## config.mk

```make
export PLATFORM = sky130hd
export DESIGN_NAME = change_dispenser
export DESIGN_NICKNAME = d
export VERILOG_FILES = /design/src/rtl/change_dispenser.sv
export SDC_FILE = /design/constraint.sdc
export NUM_CORES = 1
export LEC_CHECK = 0
export BUFFER_PORTS_ARGS = -buffer_cell sky130_fd_sc_hd__clkbuf_2
export CORE_MARGIN = 1
export CORE_UTILIZATION = 55
export CTS_CLUSTER_DIAMETER = 150
export CTS_CLUSTER_SIZE = 12
export DETAILED_ROUTE_END_ITERATION = 8
export PLACE_DENSITY = 0.79
export SLEW_MARGIN = 20
export SYNTH_ARGS = -nofsm -noshare
export SYNTH_HDL_FRONTEND = slang
export SYNTH_SLANG_ARGS = --single-unit
export TNS_END_PERCENT = 100
```

## constraint.sdc

```tcl
create_clock -name clk -period 4 [get_ports clk]
set_input_delay 1.2 -clock clk [delete_from_list [all_inputs] [get_ports clk]]
set_output_delay 1.2 -clock clk [all_outputs]
set_load 0.02 [all_outputs]
```

## src/rtl/change_dispenser.sv

```systemverilog
// Change dispenser: pays out a latched change value one coin at a time, largest coin first,
// over a req/ack handshake with a coin hopper, with an ack timeout that raises a held fault.
module change_dispenser #(
    parameter int unsigned DEN3        = 50,
    parameter int unsigned DEN2        = 20,
    parameter int unsigned DEN1        = 10,
    parameter int unsigned DEN0        = 5,
    parameter int unsigned ACK_TIMEOUT = 15
) (
    input  logic       clk,
    input  logic       reset,
    input  logic       load,
    input  logic [7:0] change_in,
    input  logic       coin_ack,
    input  logic       clear_fault,
    output logic       busy,
    output logic       coin_req,
    output logic [1:0] coin_sel,
    output logic [5:0] coin_count,
    output logic [7:0] residue,
    output logic       done,
    output logic       fault
);

    localparam logic [7:0] D3      = 8'(DEN3);
    localparam logic [7:0] D2      = 8'(DEN2);
    localparam logic [7:0] D1      = 8'(DEN1);
    localparam logic [7:0] D0      = 8'(DEN0);
    localparam logic [7:0] TIMEOUT = 8'(ACK_TIMEOUT);

    typedef enum logic [2:0] {
        StIdle,
        StSelect,
        StReq,
        StGap,
        StDone,
        StFault
    } state_t;

    state_t     state_q, state_d;
    logic [7:0] remaining_q, remaining_d;
    logic [7:0] timer_q, timer_d;
    logic [1:0] sel_q, sel_d;
    logic [5:0] count_q, count_d;
    logic [7:0] residue_q, residue_d;

    function automatic logic [7:0] den_of(input logic [1:0] sel);
        case (sel)
            2'd3:    den_of = D3;
            2'd2:    den_of = D2;
            2'd1:    den_of = D1;
            default: den_of = D0;
        endcase
    endfunction

    always_ff @(posedge clk) begin
        if (reset) begin
            state_q     <= StIdle;
            remaining_q <= 8'd0;
            timer_q     <= 8'd0;
            sel_q       <= 2'd0;
            count_q     <= 6'd0;
            residue_q   <= 8'd0;
        end else begin
            state_q     <= state_d;
            remaining_q <= remaining_d;
            timer_q     <= timer_d;
            sel_q       <= sel_d;
            count_q     <= count_d;
            residue_q   <= residue_d;
        end
    end

    always_comb begin
        state_d     = state_q;
        remaining_d = remaining_q;
        timer_d     = timer_q;
        sel_d       = sel_q;
        count_d     = count_q;
        residue_d   = residue_q;
        case (state_q)
            StIdle: begin
                if (load) begin
                    remaining_d = change_in;
                    count_d     = 6'd0;
                    residue_d   = 8'd0;
                    state_d     = StSelect;
                end
            end
            StSelect: begin
                if (remaining_q == 8'd0) begin
                    state_d = StDone;
                end else if (remaining_q < D0) begin
                    residue_d = remaining_q;
                    state_d   = StDone;
                end else begin
                    // Greedy pick: only a coin no larger than remaining, so no underflow later.
                    if (remaining_q >= D3)      sel_d = 2'd3;
                    else if (remaining_q >= D2) sel_d = 2'd2;
                    else if (remaining_q >= D1) sel_d = 2'd1;
                    else                        sel_d = 2'd0;
                    timer_d = 8'd0;
                    state_d = StReq;
                end
            end
            StReq: begin
                timer_d = timer_q + 8'd1;
                // Ack takes priority over a coincident timeout.
                if (coin_ack) begin
                    remaining_d = remaining_q - den_of(sel_q);
                    if (count_q != 6'd63) count_d = count_q + 6'd1;
                    state_d = StGap;
                end else if (timer_q == TIMEOUT) begin
                    state_d = StFault;
                end
            end
            StGap:   state_d = StSelect;
            StDone:  state_d = StIdle;
            StFault: if (clear_fault) state_d = StIdle;
            default: state_d = StIdle;
        endcase
    end

    assign busy       = (state_q == StSelect) || (state_q == StReq) || (state_q == StGap);
    assign coin_req   = (state_q == StReq);
    assign done       = (state_q == StDone);
    assign fault      = (state_q == StFault);
    assign coin_sel   = sel_q;
    assign coin_count = count_q;
    assign residue    = residue_q;

endmodule

```

# --- After elaboration in Yosys (flattened, before gate mapping) ---
# Cells that the tools add are included.
classes:
  muxes: 27
  n_lt_le_gt_ge: 4
  n_eq_ne: 18
  n_bitwise: 2
  n_addsub: 3
  reduce_logical: 13
ops:
  columns: ["operator", "n"]
  rows:
  - ["2-to-1 mux 8 bit", 9]
  - ["one-hot mux 8 bit (2 select lines)", 3]
  - ["2-to-1 mux 3 bit", 6]
  - ["2-to-1 mux 6 bit", 3]
  - ["one-hot mux 6 bit (3 select lines)", 1]
  - ["one-hot mux 3 bit (5 select lines)", 1]
  - ["inequality test 2 bit, second input constant", 6]
  - ["one-hot mux 6 bit (2 select lines)", 1]
  - ["AND reduction 3 bit", 4]
  - ["adder 8 x 1 -> 8 bit, second input constant", 1]
  - ["equality test 8 x 4 -> 1 bit, second input constant", 1]
  - [">= comparator 8 x 4 -> 1 bit, second input constant", 1]
  - [">= comparator 8 x 5 -> 1 bit, second input constant", 1]
  - [">= comparator 8 x 6 -> 1 bit, second input constant", 1]
  - ["zero test 8 bit", 1]
  - ["< comparator 8 x 3 -> 1 bit, second input constant", 1]
  - ["AND reduction 4 bit", 2]
  - ["subtractor 8 bit", 1]
  - ["adder 6 x 1 -> 6 bit, second input constant", 1]
  - ["equality test 3 x 2 -> 1 bit, second input constant", 2]
  - ["equality test 3 bit, second input constant", 2]
  - ["inequality test 6 bit, second input constant", 1]
  - ["nonzero test 2 bit", 3]
  - ["equality test 2 bit, second input constant", 2]
  - ["9 further kinds", 12]
word_totals:
  register_bits: 35
  wordCells: 73
  output_inout_bits: 20
  inputBits: 13

# --- Longest topological paths before layout ---
depth:
  ltp_word: 7
  mapped_depth: 9
  mapped_depth_nobuf: 9

# --- Worst setup path before layout ---
# OpenSTA, ideal clock, no wires.
synth_path:
  path_kind: "register to output"
  start: "register state_q[1]"
  end: "output coin_req"
  t_required_ps: 2800
  slack_ps: 1561
  n_path_buf: 3
  stages_incl_launch_ff: 6
  t_arrival_ps: 1239
  cell_sequence: "dfxtp_1 > buf_4 > or3b_1 > buf_6 > inv_1 > buf_2"
synth_between:
  elab_chain_cells: 1
synth_rtl:
  columns: ["element", "line_no", "source"]
  rows:
  - ["start, declared", "40", "state_t state_q, state_d;"]
  - ["start signal, assigned", "58", "state_q <= StIdle;"]
  - ["start signal, assigned", "65", "state_q <= state_d;"]
  - ["equality test 3 x 2 -> 1 bit", "125", "assign coin_req = (state_q == StReq);"]
  - ["end, declared", "17", "output logic coin_req,"]
# Every way passes these cells.

# --- Worst setup path after layout ---
# Ends and elaborated chain as after synthesis.

==> flow_summary.yaml <==
final_layout:
  nFillCells: 311
  instances_no_fill: 302
  antenna-diode-count: 0
  seq_area_sq_um: 701
  drive_above_1_share_pct: 16.7
  syn_to_final_growth_pct: 12.7
  final_nets: 280
  multi_input_area_sq_um: 1070
logic_synthesis:
  synthXorXnorAreaFrac_pct: 5.71
  synth_area_sq_um: 1840
  ys_seq_area_share_pct: 38.1
  synth-adder-area-share_pct: 7.21
  synth_cells: 224
  yosys-top-cells-count: "35 x dfxtp_1, 31 x nor2_1, 24 x nand2_1, 17 x a21oi_1"
  synth-compound-area-share_pct: 19.0
  yosys.area_share.simple_pct: 24.2
  synth.top_cell.area_share_pct: 38.1
  ys_async_sr_fraction_pct: 0
  yosysWarnings: 0
  netlist_top_cells_area: "dfxtp_1 38%, nor2_1 6.3%, ha_1 6.1%"
  ys_ff_latch: 35
  synth.largest_area_cell: "dfxtp_1"
  ys.flop_type: "dfxtp_1"
  synth_nets: 247
  synth_top_family_by_area: "simple AND/OR/NAND/NOR gates"
  yosysMostFrequentCell: "dfxtp_1"
  synthDistinctLibCells: 44
  synth_edf_count: 0
  synth.avg_cell_area_sq_um: 8.21
  synthMuxAreaShare_pct: 1.77
grt:
  grt_start_max_net_pins: 20
  grt_overflow: 0
  grt_pass1_wl_um: 6530
  antenna_found_initial: 0
  grt_usage_pct: 24.3
  grt_pass1_vias: 1538
power_and_ir_drop:
  ir_drop_mv: 0.253
  leakagePower_nw: 0.845
  power_density_nw_per_um2: 534
sta:
  whs_ps: 463
  worst_slew_pin_slew_ps: 748
  clock.fmax_ghz: 0.337
  period_minus_slack_ps: 2970
  finalSetupViolations: 0
  layout_worst_path_cycle_share_pct: 74.2
  timing.final.hold_violations: 0
  final_max_slew_viol_count: 0
  setup_slack_ps: 1030
  slew_headroom_pct: 49.3
  skew_ps: 17.7
  setup-tns-final_ps: 0
  rsz0062_at_grt: "no"
hold_path:
  min_path_type: "register to register"
  hold_depth: 1
  hp-start: "residue[6]"
die:
  rows: 20
  die_h_um: 59.8
  io_pins: 33
  dieArea_sq_um: 3580
  coreArea_sq_um: 3100
  floorplan.initialDensity_pct: 59.3
  die_w_um: 59.8
drt:
  postRouteAntennaNets: 0
  dr.pass1.iters: 4
  drtIter0Drc: 93
  drt-total-wl_um: 3720
  drc_errors: 0
  post_drt_via_cell_ratio: 5.61
  vias: 1693
  wire_per_inst_um: 12.3
clocking:
  clk_latency_ps: 340
  ctsRootBufferMaster: "clkbuf_4"
  cts_buffers: 5
  clock_sinks: 35
  cts-htree-levels: 2
  ctsResizeCount: 0
  clk_pin_slew_ps: 110
  cts_setup_buffers: 0
  cts_tree: "done"
  holdBufCountCts: 0
  cts_buffer_depth: 2
setup_path:
  cp-end-kind: "output port"
  path_max_fanout: 19
  required_ps: 2800
  cp-startpoint: "state_q[1]"
  arrival_ps: 1770
  start_kind: "register"
  ff2ff_path_depth: 9
  crit_type: "register to output port"
  r2r_start: "coin_sel[0]"
placement:
  pre_cts_slack_ps: 1380
  routabilityCongestion: 0.871
  dp.cells: 294
  dp_hpwl_um: 2710
  port_buffers: 32
flow_run:
  maxCapViolations: 0
status:
  status: "finished, final reports clean"
## worst max-delay path, cell delays in order (launching register included)
cell,delay [ps]
dfxtp_1,460
or3b_1,640
inv_1,150
clkbuf_2,180
## cell type report
type / count / share of cell area (%)
Clock buffer: 7 / 2.17
Multi-Input combinational cell: 173 / 51.4
Clock inverter: 1 / 0.241
Timing Repair Buffer: 33 / 8.09
Sequential cell: 35 / 33.8
Inverter: 9 / 1.63
Tap cell: 44 / 2.66
## report_power, final
group / total [mW] / internal (mW) / switching (mW)
Combinational: 0.473 / 0.196 / 0.277
Sequential: 0.448 / 0.388 / 0.0605
Clock: 0.185 / 0.0685 / 0.117
## per-stage QoR
stage | total power [mW] | area [sq um] | utilization, %
6_report | 1.11 | 2070 | 66.8
2_1_floorplan | 0.825 | 1840 | -
3_3_place_gp | 0.919 | 2020 | 65.2
5_1_grt | 1.21 | 2070 | 66.8
4_1_cts | 1.11 | 2070 | 66.8
3_5_place_dp | 0.927 | 2020 | 65.2
## layout by cell type (no fill, tap or decap), types with 2 or more instances in the layout
cell	Yosys	final
dfxtp_1	35	35
a21oi_1	17	17
ha_1	9	9
o211ai_1	2	2
nor3b_1	2	2
nand2b_1	3	3
mux2_2	2	2
inv_1	9	9
clkbuf_4	0	5
xor2_1	3	3
a31oi_1	3	3
o21ai_0	9	9
and2_1	7	7
a211oi_1	6	6
or3_1	3	3
a22o_1	3	3
clkbuf_1	3	2
and3_1	3	3
clkbuf_2	0	32
nand2_1	24	24
a21o_1	2	2
nand3_1	9	9
nor2_1	31	31
nor3_1	6	6
nor4_1	3	3
a311oi_1	2	2
xnor2_1	9	9
## flip-flops by register name, summed over array words and instances (netlist names)
signal and count:
residue 8, coin_sel 2, coin_count 6, remaining_q 8, state_q 3, timer_q 8
## cells by family after synthesis
| group | Yosys count |
|---|---|
| multiplexers | 3 |
| adder cells (fa/ha/maj) | 10 |
| buffers and inverters | 16 |
| XOR/XNOR | 12 |
| AO/OA/AOI/OAI | 53 |
| flip-flops | 35 |
| AND/OR/NAND/NOR | 95 |
## routing by layer
metal	routed length [um]	share of wire, %	up-vias	GRT usage (%)
li1	-	-	870	-
met1	1790	48	778	30.4
met2	1750	47	41	40.8
met3	153	4.1	4	5.84
met4	36	0.97	0	7.97
met5	0	0	-	0
## final timing paths
path                                       end  slack, ps
worst max-delay path                  coin_req       1030
worst min register to register      residue[6]        460
worst min-delay path                residue[6]        460
worst max register to register  remaining_q[4]       1970
(Power assumes the default switching activity.)
